$ cat config.mk
export PLATFORM = sky130hd
export DESIGN_NAME = hazard_scoreboard
export DESIGN_NICKNAME = d
export VERILOG_FILES = /design/src/rtl/hazard_pkg.sv /design/src/rtl/sat_counter.sv /design/src/rtl/hazard_scoreboard.sv
export SDC_FILE = /design/constraint.sdc
export NUM_CORES = 1
export LEC_CHECK = 0
export ABC_AREA = 1
export CAP_MARGIN = 20
export CORE_MARGIN = 5
export CORE_UTILIZATION = 33
export DETAILED_ROUTE_END_ITERATION = 6
export GPL_TIMING_DRIVEN = 0
export PLACE_DENSITY_LB_ADDON = 0.2
export SLEW_MARGIN = 20
export SYNTH_ARGS = -nofsm -noshare
export SYNTH_HDL_FRONTEND = slang
export SYNTH_SLANG_ARGS = --single-unit
$ cat constraint.sdc
create_clock -name clk_i -period 6.8 [get_ports clk_i]
set_input_delay 1.02 -clock clk_i [delete_from_list [all_inputs] [get_ports clk_i]]
set_output_delay 1.02 -clock clk_i [all_outputs]
set_load 0.05 [all_outputs]
$ cat src/rtl/hazard_pkg.sv
// Shared types for the hazard unit: forwarding select codes, MC FSM states, register-file defaults.
// Types only; no timing and no flow control live here.
package hazard_pkg;

    localparam int NREG_DEF = 32;
    localparam int RA_W_DEF = 5;

    typedef enum logic [1:0] {
        FWD_RF = 2'b00,
        FWD_W  = 2'b01,
        FWD_M  = 2'b10
    } fwd_sel_e;

    typedef enum logic {
        MC_IDLE = 1'b0,
        MC_BUSY = 1'b1
    } mc_state_e;

endpackage

$ cat src/rtl/sat_counter.sv
// Saturating event counter: counts cycles with inc_i high and sticks at all-ones.
// Latency: the count reflects inc_i one clock later; inc_i is never refused.
module sat_counter #(
    parameter int CNT_W = 16
) (
    input  logic             clk_i,
    input  logic             rst_i,
    input  logic             inc_i,
    output logic [CNT_W-1:0] cnt_o
);

    logic [CNT_W-1:0] cnt_q;
    logic [CNT_W-1:0] cnt_d;

    always_comb begin
        cnt_d = cnt_q;
        if (inc_i && (cnt_q != {CNT_W{1'b1}})) begin
            cnt_d = cnt_q + {{(CNT_W-1){1'b0}}, 1'b1};
        end
    end

    always_ff @(posedge clk_i or posedge rst_i) begin
        if (rst_i) begin
            cnt_q <= '0;
        end else begin
            cnt_q <= cnt_d;
        end
    end

    assign cnt_o = cnt_q;

endmodule

$ cat src/rtl/hazard_scoreboard.sv
// RV32I hazard unit with a pending-write scoreboard for one in-flight multi-cycle op.
// Latency: forward/stall/flush are combinational; scoreboard and counters update on the next clock.
module hazard_scoreboard
    import hazard_pkg::*;
#(
    parameter int NREG   = NREG_DEF,
    parameter int RA_W   = RA_W_DEF,
    parameter int CNT_W  = 16,
    parameter int BPU_EN = 1
) (
    input  logic             clk_i,
    input  logic             rst_i,
    input  logic             no_fwd_i,
    input  logic [RA_W-1:0]  rs1d_i,
    input  logic [RA_W-1:0]  rs2d_i,
    input  logic [RA_W-1:0]  rdd_i,
    input  logic             mcd_i,
    input  logic [RA_W-1:0]  rs1e_i,
    input  logic [RA_W-1:0]  rs2e_i,
    input  logic [RA_W-1:0]  rde_i,
    input  logic             regwritee_i,
    input  logic             loade_i,
    input  logic             mc_issue_i,
    input  logic             mc_done_i,
    input  logic [RA_W-1:0]  rdm_i,
    input  logic [RA_W-1:0]  rdw_i,
    input  logic             regwritem_i,
    input  logic             regwritew_i,
    input  logic             branchd_i,
    input  logic             pcsrce_i,
    input  logic             pred_e_i,
    output logic [1:0]       forwardae_o,
    output logic [1:0]       forwardbe_o,
    output logic             stallf_o,
    output logic             stalld_o,
    output logic             flushd_o,
    output logic             flushe_o,
    output logic             mc_busy_o,
    output logic [NREG-1:0]  pending_o,
    output logic [CNT_W-1:0] stall_cnt_o,
    output logic [CNT_W-1:0] flush_cnt_o
);

    localparam bit USE_BPU = (BPU_EN != 0);

    mc_state_e        state_q, state_d;
    logic [RA_W-1:0]  mc_rd_q, mc_rd_d;
    logic [NREG-1:0]  pending_q, pending_d;

    fwd_sel_e fwd_a, fwd_b;
    logic     lw_stall, sb_stall, mc_stall, nf_stall, hz;
    logic     redirect, branch_bubble;

    function automatic fwd_sel_e fwd_sel(
        input logic [RA_W-1:0] rs,
        input logic            no_fwd,
        input logic [RA_W-1:0] rdm,
        input logic            wem,
        input logic [RA_W-1:0] rdw,
        input logic            wew
    );
        fwd_sel_e sel;
        sel = FWD_RF;
        if (!no_fwd && (rs != '0)) begin
            if (wem && (rs == rdm)) begin
                sel = FWD_M;
            end else if (wew && (rs == rdw)) begin
                sel = FWD_W;
            end
        end
        return sel;
    endfunction

    function automatic logic nf_dep(
        input logic [RA_W-1:0] rs,
        input logic [RA_W-1:0] rde,
        input logic            wee,
        input logic [RA_W-1:0] rdm,
        input logic            wem
    );
        return (rs != '0) && ((wee && (rs == rde)) || (wem && (rs == rdm)));
    endfunction

    // Same-cycle done+issue clears the old bit first so an equal rd stays set.
    always_comb begin
        state_d   = state_q;
        mc_rd_d   = mc_rd_q;
        pending_d = pending_q;
        case (state_q)
            MC_IDLE: begin
                if (mc_issue_i) begin
                    state_d = MC_BUSY;
                    mc_rd_d = rde_i;
                    if (rde_i != '0) begin
                        pending_d[rde_i] = 1'b1;
                    end
                end
            end
            MC_BUSY: begin
                if (mc_done_i) begin
                    pending_d[mc_rd_q] = 1'b0;
                    if (mc_issue_i) begin
                        mc_rd_d = rde_i;
                        if (rde_i != '0) begin
                            pending_d[rde_i] = 1'b1;
                        end
                    end else begin
                        state_d = MC_IDLE;
                    end
                end
            end
            default: state_d = MC_IDLE;
        endcase
    end

    always_ff @(posedge clk_i or posedge rst_i) begin
        if (rst_i) begin
            state_q   <= MC_IDLE;
            mc_rd_q   <= '0;
            pending_q <= '0;
        end else begin
            state_q   <= state_d;
            mc_rd_q   <= mc_rd_d;
            pending_q <= pending_d;
        end
    end

    mc_issue_while_busy: assert property (@(posedge clk_i) disable iff (rst_i)
        !((state_q == MC_BUSY) && mc_issue_i && !mc_done_i));

    // The registered scoreboard is used, so a bit being cleared this cycle still stalls.
    always_comb begin
        fwd_a    = fwd_sel(rs1e_i, no_fwd_i, rdm_i, regwritem_i, rdw_i, regwritew_i);
        fwd_b    = fwd_sel(rs2e_i, no_fwd_i, rdm_i, regwritem_i, rdw_i, regwritew_i);
        lw_stall = loade_i && (rde_i != '0) && ((rs1d_i == rde_i) || (rs2d_i == rde_i));
        sb_stall = pending_q[rs1d_i] || pending_q[rs2d_i] || ((rdd_i != '0) && pending_q[rdd_i]);
        mc_stall = mcd_i && (state_q == MC_BUSY) && !mc_done_i;
        nf_stall = no_fwd_i && (nf_dep(rs1d_i, rde_i, regwritee_i, rdm_i, regwritem_i) ||
                                nf_dep(rs2d_i, rde_i, regwritee_i, rdm_i, regwritem_i));
        hz       = lw_stall || sb_stall || mc_stall || nf_stall;
        redirect      = USE_BPU ? (pcsrce_i ^ pred_e_i) : pcsrce_i;
        branch_bubble = USE_BPU ? 1'b0 : branchd_i;
    end

    assign forwardae_o = rst_i ? FWD_RF : fwd_a;
    assign forwardbe_o = rst_i ? FWD_RF : fwd_b;
    assign stalld_o    = !rst_i && hz;
    assign stallf_o    = !rst_i && (hz || branch_bubble);
    assign flushd_o    = !rst_i && (redirect || branch_bubble);
    assign flushe_o    = !rst_i && (redirect || hz);
    assign mc_busy_o   = (state_q == MC_BUSY);
    assign pending_o   = pending_q;

    sat_counter #(.CNT_W(CNT_W)) u_stall_cnt (
        .clk_i (clk_i),
        .rst_i (rst_i),
        .inc_i (stalld_o),
        .cnt_o (stall_cnt_o)
    );

    sat_counter #(.CNT_W(CNT_W)) u_flush_cnt (
        .clk_i (clk_i),
        .rst_i (rst_i),
        .inc_i (!rst_i && redirect),
        .cnt_o (flush_cnt_o)
    );

endmodule

==> metrics.json <==
{
  "outcome": "finished clean",
  "synth-main-ff-cell": "dfrtp_1",
  "overflow": 0,
  "worst-endpoint-arrival_ps": 4090,
  "critPathMostFrequentCell": "nand2_1",
  "async_flop_share_pct": 100,
  "grt_setup_unrepaired": "no",
  "drtAntennaViolNets": 0,
  "worstPathMaxFanout": 10,
  "syn-num-nets": 852,
  "series_of_cell_instances_along_the_critical_path": "clkdlybuf4s50_1, inv_1, nand2_1, nor2_1, nand2_1, nand2_1, a21oi_1, nand2_1, nand2_1, nand2_1, nor2_4, nand3_4, buf_4, nand2_1, inv_1, buf_4, clkdlybuf4s50_1",
  "layout-drive-gt1-share_pct": 5.55,
  "finalInstanceArea_um2": 7020,
  "detailroute.via_count": 5783,
  "maxCapViolCount": 0,
  "reg2reg_setup_slack_ps": 4610,
  "pwr_density_cell_nw_per_um2": 299,
  "synthDominantAreaCellType": "dfrtp_1",
  "hold_viol": 0,
  "synth.avg_cell_area_um2": 6.51,
  "path_clk_slew_ps": 60,
  "static-leakage-power_uw": 0.00332,
  "floorplan.die_area_um2": 18300,
  "clock_tree.root_cell": "clkbuf_16",
  "grt_pass1_vias": 5517,
  "crit_slowest_cell": "clkdlybuf4s50_1",
  "clock_tree_from_tritoncts": "yes",
  "peakVddDrop_mv": 0.225,
  "startpoint_type": "input port",
  "fin_nets": 987,
  "skew_ps": 8.25,
  "fp-row-count": 45,
  "dpl_cell_area_um2": 6710,
  "crit_type": "input port to output pin",
  "clock_insertion_delay_at_the_later_pin_of_the_skew_report_ps": 340,
  "slew-limit-headroom_pct": 63.2,
  "initial_core_util_pct": 33.9,
  "largest_family_of_logic_cells_by_synthesized_area": "simple AND/OR/NAND/NOR gates",
  "endpoints_failing_setup": 0,
  "yosys.area_share.xor_xnor_pct": 6.92,
  "post-route-min-period_ps": 5110,
  "critical_path.endpoint_type": "output pin",
  "max_slew.worst_pin.slew_ps": 550,
  "ctsLongestPathBuffers": 2,
  "placement.io_buffers": 123,
  "path_delay_family": "buffers and inverters",
  "routabilityCongestion": 0.934,
  "synth_compound_area_share_pct": 11.5,
  "share_of_cell_area_taken_by_muxes_after_synthesis_pct": 0,
  "syn_inst": 797,
  "yosys.area_share.adder_pct": 0.482,
  "cts.sinks": 70,
  "dp.final_hpwl_um": 14100,
  "synth.ff_latch_count": 70,
  "htreeDepth": 3,
  "viasPerCell": 5.04,
  "cts.hold.buffers_added": 0,
  "max_freq_mhz": 196,
  "avgRoutedWirePerCell_um": 15.6,
  "height_of_the_chip_um": 135,
  "area_growth_pct": 35.2,
  "io_pins": 126,
  "synth-edff-count": 0,
  "floorplan_core_area_um2": 15300,
  "crit_path_max_incr_delay_ps": 690,
  "final.period_utilization_pct": 75.2,
  "number_of_distinct_library_cells_after_synthesis": 34,
  "critical_path.n_buffers_inverters": 6,
  "synth-simple-area-share_pct": 37.3,
  "initial_antenna_violation_count": 1,
  "ys_top_cells_by_area": "dfrtp_1 34%, nand2_1 19%, inv_1 7.1%",
  "grt_max_degree": 43,
  "cts_inserted_buffers": 9,
  "drt_iter0_markers": 388,
  "wl_um": 18000,
  "worst-endpoint-required_ps": 5780,
  "diodes": 0,
  "synth-warning-count": 0,
  "report.final.slew_viol_count": 0,
  "grtUsageTotal_pct": 19.3,
  "first_pass_grt_wire_length_um": 28500,
  "hold_class": "register to register",
  "final_core_utilization_pct": 45.8,
  "die_x_um": 135,
  "firstDrtPassIters": 5,
  "drc": 0,
  "mappedNetlistArea_um2": 5190,
  "cts_repair_resize_count": 0,
  "cts_post_setup_buffers_inserted": 0,
  "synth_seq_area_share_pct": 33.7,
  "yosysTopAreaCellShare_pct": 33.7
}
## registers in the layout (all words and copies together) (netlist names)
register,flops
mc_rd_q,5
u_stall_cnt.cnt_o,16
pending_o,32
mc_busy_o,1
u_flush_cnt.cnt_o,16
## cell usage in the layout, fill, tap and decap left out, types with 10 or more instances in the layout
cell and instances:
xnor2_1 14, clkdlybuf4s50_1 123, nor3_1 16, dfrtp_1 70, nand2_1 263, xor2_1 27
nor2_1 48, buf_2 10, o21ai_0 72, nand3_1 73, a21oi_1 11, inv_1 98
nand4_1 29
## area by class of cell
type,instances,area [um^2]
Buffer,20,118
Clock buffer,9,225
Clock inverter,7,81.3
Fill cell,1595,8300
Inverter,109,409
Multi-Input combinational cell,598,2920
Sequential cell,70,1750
Tap cell,211,264
Timing Repair Buffer,124,1250
## synth_stat cells, types with 8 or more instances
library cell  count
o21ai_0          72
nor2_1           48
nand4_1          29
o22ai_1           8
dfrtp_1          70
nand3_1          73
nor3_1           16
xnor2_1          14
nand2_1         263
a21oi_1          11
inv_1            98
buf_2            10
xor2_1           27
inv_2             9
o211ai_1          9
## metal layers
layer | routed length (um) | part of all wire [%] | up-vias | GRT usage (%)
li1 | - | - | 2858 | -
met1 | 8280 | 46 | 2690 | 27.1
met2 | 8150 | 45 | 216 | 30.2
met3 | 1340 | 7.5 | 17 | 4.09
met4 | 187 | 1.0 | 2 | 5.10
met5 | 7 | 0.039 | - | 0
## per-stage QoR
stage / total power, uW / cells / setup TNS [ps] / hold WS [ps] / setup WS, ps
after detailed placement: 1620 / 1132 / 0 / 493 / 1740
after floorplan: 1250 / 797 / 0 / 475 / 1170
final: 2100 / 1148 / 0 / 497 / 1690
after global placement: 1610 / 1131 / -2190 / 486 / -794
after global routing: 2210 / 1148 / 0 / 543 / 1530
after CTS: 2110 / 1148 / 0 / 507 / 1730
## power by group
| group | switching (uW) | leakage [uW] | internal (uW) |
|---|---|---|---|
| clock | 191 | 0.000147 | 289 |
| combinational | 666 | 0.00228 | 319 |
| sequential | 122 | 0.000890 | 513 |
## path summary, 6_finish.rpt
path,start,endpoint,cells after the start
worst max-delay path,rs1d_i[3],stallf_o,17
worst min-delay path,u_flush_cnt.cnt_o[5]$_DFFE_PP0P_,u_flush_cnt.cnt_o[5]$_DFFE_PP0P_,1
worst max register to register,u_stall_cnt.cnt_o[0]$_DFFE_PP0P_,u_stall_cnt.cnt_o[2]$_DFFE_PP0P_,9
worst min register to register,u_flush_cnt.cnt_o[5]$_DFFE_PP0P_,u_flush_cnt.cnt_o[5]$_DFFE_PP0P_,1
max in group asynchronous,rst_i,pending_o[16]$_DFFE_PP0P_,5
min in group asynchronous,rst_i,u_stall_cnt.cnt_o[15]$_DFFE_PP0P_,4
## logic make-up after synthesis
kind of cell / after synthesis
AND/OR/NAND/NOR: 446
XOR/XNOR: 41
flip-flops: 70
buffers and inverters: 129
adder cells (fa/ha/maj): 2
AO/OA/AOI/OAI: 109
Power figures use the tool's default switching activity.
